$ cat src/rtl/fp_add_normalize_round_pkg.sv
// Shared single-precision constants, FSM encoding and result packing for the
// post-adder normalize/round stage.
package fp_add_normalize_round_pkg;

  localparam int unsigned EXP_W  = 8;
  localparam int unsigned MAN_W  = 24;
  localparam int unsigned FRAC_W = MAN_W - 1;
  localparam int unsigned RES_W  = EXP_W + MAN_W;

  localparam logic [EXP_W-1:0] EXP_MAX   = {EXP_W{1'b1}};
  localparam logic [MAN_W-1:0] MANT_ONE  = {1'b1, {FRAC_W{1'b0}}};

  localparam logic [1:0] ST_IDLE  = 2'd0;
  localparam logic [1:0] ST_NORM  = 2'd1;
  localparam logic [1:0] ST_ROUND = 2'd2;
  localparam logic [1:0] ST_OUT   = 2'd3;

  typedef struct packed {
    logic              sign;
    logic [EXP_W-1:0]  exp;
    logic [FRAC_W-1:0] frac;
  } fp_word_t;

  function automatic fp_word_t fp_pack(input logic sign,
                                       input logic [EXP_W-1:0] exp,
                                       input logic [FRAC_W-1:0] frac);
    fp_word_t w;
    w.sign = sign;
    w.exp  = exp;
    w.frac = frac;
    return w;
  endfunction

endpackage

$ cat src/rtl/fp_round_rne.sv
// Round-to-nearest-even incrementer: adds one ulp when guard is set and the
// remainder is above half or the mantissa is odd.
module fp_round_rne
  import fp_add_normalize_round_pkg::*;
(
  input  logic [MAN_W-1:0] mant,
  input  logic             g,
  input  logic             r,
  input  logic             s,
  output logic [MAN_W-1:0] mant_rounded,
  output logic             carry,
  output logic             inexact
);

  logic round_up;

  assign round_up = g & (r | s | mant[0]);
  assign inexact  = g | r | s;

  ripple_carry_adder #(
    .W(MAN_W)
  ) u_inc (
    .a   (mant),
    .b   ({MAN_W{1'b0}}),
    .cin (round_up),
    .sum (mant_rounded),
    .cout(carry)
  );

endmodule

$ cat src/rtl/ripple_carry_adder.sv
// Generic ripple-carry adder, sum = a + b + cin.
module ripple_carry_adder #(
  parameter int unsigned W = 8
) (
  input  logic [W-1:0] a,
  input  logic [W-1:0] b,
  input  logic         cin,
  output logic [W-1:0] sum,
  output logic         cout
);

  logic c;

  always_comb begin
    c   = cin;
    sum = '0;
    for (int i = 0; i < int'(W); i++) begin
      sum[i] = a[i] ^ b[i] ^ c;
      c      = (a[i] & b[i]) | (c & (a[i] ^ b[i]));
    end
    cout = c;
  end

endmodule

$ cat src/rtl/fp_add_normalize_round.sv
// Post-adder stage of the binary32 add/sub path: iterative normalize, RNE
// round and pack behind a valid/ready handshake; subnormals flush to zero.
module fp_add_normalize_round
  import fp_add_normalize_round_pkg::*;
(
  input  logic             clk,
  input  logic             rst_n,
  input  logic             in_valid,
  output logic             in_ready,
  input  logic             in_sign,
  input  logic [EXP_W-1:0] in_exp,
  input  logic [MAN_W-1:0] in_mant,
  input  logic             in_cout,
  input  logic [2:0]       in_grs,
  output logic             out_valid,
  input  logic             out_ready,
  output logic [RES_W-1:0] out_result,
  output logic             out_overflow,
  output logic             out_underflow,
  output logic             out_inexact
);

  logic [1:0]       state_q, state_d;
  logic             sign_q, sign_d;
  logic [EXP_W-1:0] exp_q, exp_d;
  logic [MAN_W-1:0] mant_q, mant_d;
  logic             cout_q, cout_d;
  logic             g_q, g_d, r_q, r_d, s_q, s_d;
  logic [RES_W-1:0] result_q, result_d;
  logic             ovf_q, ovf_d, unf_q, unf_d, inx_q, inx_d;
  logic             valid_q, valid_d, ready_q, ready_d;

  logic [EXP_W-1:0] exp_inc, exp_dec;
  logic [MAN_W-1:0] rnd_mant;
  logic             rnd_carry, rnd_inexact;

  assign exp_inc = exp_q + EXP_W'(1);
  assign exp_dec = exp_q - EXP_W'(1);

  fp_round_rne u_round (
    .mant        (mant_q),
    .g           (g_q),
    .r           (r_q),
    .s           (s_q),
    .mant_rounded(rnd_mant),
    .carry       (rnd_carry),
    .inexact     (rnd_inexact)
  );

  // Next-state and datapath: one normalization action per NORM cycle.
  always_comb begin
    state_d  = state_q;
    sign_d   = sign_q;
    exp_d    = exp_q;
    mant_d   = mant_q;
    cout_d   = cout_q;
    g_d      = g_q;
    r_d      = r_q;
    s_d      = s_q;
    result_d = result_q;
    ovf_d    = ovf_q;
    unf_d    = unf_q;
    inx_d    = inx_q;

    case (state_q)
      ST_IDLE: begin
        if (in_valid) begin
          sign_d  = in_sign;
          exp_d   = in_exp;
          mant_d  = in_mant;
          cout_d  = in_cout;
          g_d     = in_grs[2];
          r_d     = in_grs[1];
          s_d     = in_grs[0];
          ovf_d   = 1'b0;
          unf_d   = 1'b0;
          inx_d   = 1'b0;
          state_d = ST_NORM;
        end
      end

      ST_NORM: begin
        if (exp_q == EXP_MAX) begin
          result_d = fp_pack(sign_q, exp_q, mant_q[FRAC_W-1:0]);
          state_d  = ST_OUT;
        end else if ((exp_q == '0) ||
                     (!cout_q && (mant_q == '0) && !g_q && !r_q && !s_q)) begin
          result_d = '0;
          unf_d    = (exp_q == '0) && (mant_q != '0);
          state_d  = ST_OUT;
        end else if (cout_q) begin
          mant_d = {1'b1, mant_q[MAN_W-1:1]};
          g_d    = mant_q[0];
          r_d    = g_q;
          s_d    = r_q | s_q;
          cout_d = 1'b0;
          exp_d  = exp_inc;
          if (exp_inc == EXP_MAX) begin
            result_d = fp_pack(sign_q, EXP_MAX, '0);
            ovf_d    = 1'b1;
            state_d  = ST_OUT;
          end else begin
            state_d  = ST_ROUND;
          end
        end else if (mant_q[MAN_W-1]) begin
          state_d = ST_ROUND;
        end else if (exp_q == EXP_W'(1)) begin
          result_d = fp_pack(sign_q, '0, '0);
          unf_d    = 1'b1;
          state_d  = ST_OUT;
        end else begin
          mant_d = {mant_q[MAN_W-2:0], g_q};
          g_d    = r_q;
          r_d    = s_q;
          exp_d  = exp_dec;
        end
      end

      ST_ROUND: begin
        inx_d   = rnd_inexact;
        state_d = ST_OUT;
        // A wrap from all-ones renormalizes to 1.0 with the next exponent.
        if (rnd_carry) begin
          mant_d = MANT_ONE;
          exp_d  = exp_inc;
          if (exp_inc == EXP_MAX) begin
            result_d = fp_pack(sign_q, EXP_MAX, '0);
            ovf_d    = 1'b1;
          end else begin
            result_d = fp_pack(sign_q, exp_inc, '0);
          end
        end else begin
          mant_d   = rnd_mant;
          result_d = fp_pack(sign_q, exp_q, rnd_mant[FRAC_W-1:0]);
        end
      end

      ST_OUT: begin
        if (out_ready) begin
          state_d = ST_IDLE;
        end
      end

      default: state_d = ST_IDLE;
    endcase

    valid_d = (state_d == ST_OUT);
    ready_d = (state_d == ST_IDLE);
  end

  always_ff @(posedge clk or negedge rst_n) begin
    if (!rst_n) begin
      state_q  <= ST_IDLE;
      sign_q   <= 1'b0;
      exp_q    <= '0;
      mant_q   <= '0;
      cout_q   <= 1'b0;
      g_q      <= 1'b0;
      r_q      <= 1'b0;
      s_q      <= 1'b0;
      result_q <= '0;
      ovf_q    <= 1'b0;
      unf_q    <= 1'b0;
      inx_q    <= 1'b0;
      valid_q  <= 1'b0;
      ready_q  <= 1'b1;
    end else begin
      state_q  <= state_d;
      sign_q   <= sign_d;
      exp_q    <= exp_d;
      mant_q   <= mant_d;
      cout_q   <= cout_d;
      g_q      <= g_d;
      r_q      <= r_d;
      s_q      <= s_d;
      result_q <= result_d;
      ovf_q    <= ovf_d;
      unf_q    <= unf_d;
      inx_q    <= inx_d;
      valid_q  <= valid_d;
      ready_q  <= ready_d;
    end
  end

  assign in_ready      = ready_q;
  assign out_valid     = valid_q;
  assign out_result    = result_q;
  assign out_overflow  = ovf_q;
  assign out_underflow = unf_q;
  assign out_inexact   = inx_q;

endmodule

$ cat config.mk
export PLATFORM = sky130hd
export DESIGN_NAME = fp_add_normalize_round
export DESIGN_NICKNAME = d
export VERILOG_FILES = /design/src/rtl/fp_add_normalize_round_pkg.sv /design/src/rtl/fp_round_rne.sv /design/src/rtl/ripple_carry_adder.sv /design/src/rtl/fp_add_normalize_round.sv
export SDC_FILE = /design/constraint.sdc
export NUM_CORES = 1
export LEC_CHECK = 0
export BUFFER_PORTS_ARGS = -buffer_cell sky130_fd_sc_hd__buf_2
export CELL_PAD_IN_SITES_DETAIL_PLACEMENT = 1
export CELL_PAD_IN_SITES_GLOBAL_PLACEMENT = 1
export CORE_MARGIN = 2
export CORE_UTILIZATION = 48
export DETAILED_ROUTE_END_ITERATION = 8
export GPL_ROUTABILITY_DRIVEN = 0
export HOLD_SLACK_MARGIN = 0.08
export PLACE_DENSITY = 0.93
export SLEW_MARGIN = 20
export SYNTH_ARGS = -nofsm -noshare
export SYNTH_HDL_FRONTEND = slang
export SYNTH_SLANG_ARGS = --single-unit
$ cat constraint.sdc
create_clock -name clk -period 12.3 [get_ports clk]
set_input_delay 1.23 -clock clk [delete_from_list [all_inputs] [get_ports clk]]
set_output_delay 1.23 -clock clk [all_outputs]
set_load 0.005 [all_outputs]
==> impl_results.md <==
* Final setup skew at 0.00977 ns
* CTS clock-pin slew for the worst setup and hold paths at 0.08 ns
* Nets at 654
* Data required time at the worst endpoint at ~13 ns
* Normalized max-slew margin at 0.308
* Post-synthesis async set-or-reset flop share at 1.00
* Post-detailed-route via-to-cell ratio at 6.37
* Crit path capture type: flip-flop
* Antenna Violating Nets Remaining at 0
* Total wire length at 15300 µm
* Power Dens Cells at 307 nW/µm²
* Area grow syn2layout at 12.2%
* Starting density of the core at 0.487
* Post-layout instance count excluding filler cells at 726
* Max Cap Violations at 0
* Cells resized by post-CTS repair at 0
* Result of the run: complete, no violations
* Area fraction of the dominant cell type after synthesis at 0.359
* Worst hold path class: flip-flop to flip-flop
* Total nets after synthesis at 599
* Crit-path max FO at 46
* Number of levels in the clock H-tree at 3
* Final min period at 6.35 ns
* Largest cells by area after synthesis: sky130_fd_sc_hd__dfrtp_1, sky130_fd_sc_hd__mux2_1, sky130_fd_sc_hd__ha_1
* Slowest cell delay on critical path at approximately 0.47 ns
* # Post-CTS Setup Buffers at 0
* Die ar. at 11800 µm²
* Crit-path slowest cell: sky130_fd_sc_hd__dfrtp_1
* Synthesized flop and latch total at 76
* Slew Limit Fails at 0
* Clock sink count at 76
* Slew at the pin with the worst max-slew slack at 1.04 ns
* Tot GR Track Use at 0.276
* Final-report setup violation count at 0
* Clock buffers created by TritonCTS at 9
* Post-synthesis sequential area ratio at 0.364
* Routed length per placed instance at about 21 µm
* Non-Filler Cell Area, Final at 5870 µm²
* Ys flop type: sky130_fd_sc_hd__dfrtp_1
* Clk root buf: sky130_fd_sc_hd__clkbuf_8
* Leading area contributor after synthesis: sky130_fd_sc_hd__dfrtp_1
* Aggregate global routing overflow at 0
* Initial antenna violation count at 0
* Highest attainable clock frequency at 157 MHz
* Hold Violations, Final at 0
* Number of enable-type register cells in the synthesized netlist at 0
* Routed vias at 4628
* Final TNS setup at 0 ns
* Placed instance area at 5650 µm²
* Leakage power total at 0.00270 µW
* Total core area at 10700 µm²
* Most frequent cells in the layout: sky130_fd_sc_hd__buf_2, sky130_fd_sc_hd__dfrtp_1, sky130_fd_sc_hd__nor2_1
* Cells after Synth at between 500 and 600
* Die Width at between 100 and 150 µm
* Vias in the first global route at just under 5000
* Portion of the clock cycle consumed by the worst path in the final layout at 0.517
* Post-Syn Area at 5230 µm²
* Ports placed on the boundary at 78
* Data arrival time of the critical path at 6.64 ns
* Critical path class: flip-flop to flip-flop
* Total instance count after detailed placement at 710
* DP HPWL at 10600 µm
* Die span in y at 108 µm
* Number of different library cells in the post-synthesis netlist at 68
* Post-CTS Hold Buffers at 0
* Post-Synthesis Mean Instance Area at ~9.9 µm²
* Global-route wire length before repair at 25000 µm
* Clock tree from TritonCTS: done
* Port Buffer Count at 77
* Num rows at 38
* Clk Latency, worst-skew pair at ~0.38 ns
* IR Drop Worst-Case VDD at 0.134 mV
* Maximum number of pins on one net before global-route repair at a little under 80
* Share of final-layout standard cells stronger than drive strength 1 at 0.242
* RSZ-0062 raised after global routing: false
* Drt first-iter violations at 316
* Maximum clock path buffer count at 2
* Worst Setup Start Kind: flip-flop
* Yosys warning total at 0
* Count of inserted antenna diode cells at 0
* CP dominant cell by count: sky130_fd_sc_hd__ha_1
* Total DRC errors in the routed layout at 0
* Number of optimization iterations in the first detailed-route pass at 6
* Most frequent standard cell in the layout excluding fill and tap cells: sky130_fd_sc_hd__buf_2
sequential cells by signal, indices dropped and copies added, names as in the netlist:
register	flops
out_underflow	1
out_inexact	1
sign_q	1
mant_q	24
out_valid	1
r_q	1
exp_q	8
out_overflow	1
state_q	2
out_result	32
in_ready	1
s_q	1
g_q	1
cout_q	1
kinds of logic after synthesis:
| family | after synthesis | share of synthesized area |
|---|---|---|
| adder cells (fa/ha/maj) | 32 | 0.0765 |
| flip-flops | 76 | 0.364 |
| multiplexers | 73 | 0.155 |
| XOR/XNOR | 6 | 0.0100 |
| AND/OR/NAND/NOR | 134 | 0.134 |
| buffers and inverters | 51 | 0.0459 |
| AO/OA/AOI/OAI | 154 | 0.215 |
stage by stage:
| stage | hold WS (ns) | util | setup slack [ns] | power (µW) |
|---|---|---|---|---|
| 2_1_floorplan | 0.480 | - | 6.54 | 1300 |
| 3_3_place_gp | 0.464 | 0.526 | 6.40 | 1500 |
| 3_5_place_dp | 0.474 | 0.526 | 6.04 | 1580 |
| 4_1_cts | 0.491 | 0.545 | 5.96 | 1800 |
| 5_1_grt | 0.510 | 0.547 | 5.62 | 1940 |
| 6_report | 0.488 | 0.547 | 5.95 | 1810 |
cell type report:
type	instances	area, µm²
clock buffer	11	151
sequential	76	1900
tap	140	175
clock inverter	5	60.1
fill	1249	4870
multi-input combinational	399	3110
inverter	14	52.6
timing repair buffer	81	418
final timing paths:
kind / start / end / slack, ns / cells past startpoint
max: mant_q[0] / mant_q[0] / 5.95 / 30
min: out_result[29] / out_result[29] / 0.49 / 1
max reg2reg: mant_q[0] / mant_q[0] / 5.95 / 30
min reg2reg: out_result[29] / out_result[29] / 0.49 / 1
max in group asynchronous: rst_n / exp_q[4] / 10.63 / 1
min in group asynchronous: rst_n / exp_q[5] / 0.98 / 1
synthesized netlist by cell type, drive strengths merged (4+ instances only):
cell    number
nand2       23
ha          32
a222oi      21
nor2        53
nor4         9
mux2        65
dfrtp       75
nor3         8
buf         12
mux2i        8
and2         4
a22o        23
nand3        7
or3          4
a21oi       40
xnor2        4
a21boi       5
o21ai       26
nand4        4
inv         14
nor2b        4
clkbuf      25
o31ai        4
per-layer routing:
layer	track usage	vias up	part of all wire
met3	0.0675	39	0.048
met2	0.483	157	0.52
met4	0.122	0	0.029
met5	0	-	0
met1	0.318	2316	0.40
li1	-	2116	-
critical path: cells and delay by family, from the launching register on:
family                   cells  cell delay [ns]
adder cells (fa/ha/maj)     22             4.12
AND/OR/NAND/NOR              4             0.67
AO/OA/AOI/OAI                3             0.56
flip-flops                   1             0.47
buffers and inverters        1             0.43
power by group:
part / switching, µW / internal (µW)
sequential: 171 / 376
combinational: 576 / 477
clock: 101 / 105
total: 847 / 958
(Power assumes the default switching activity.)
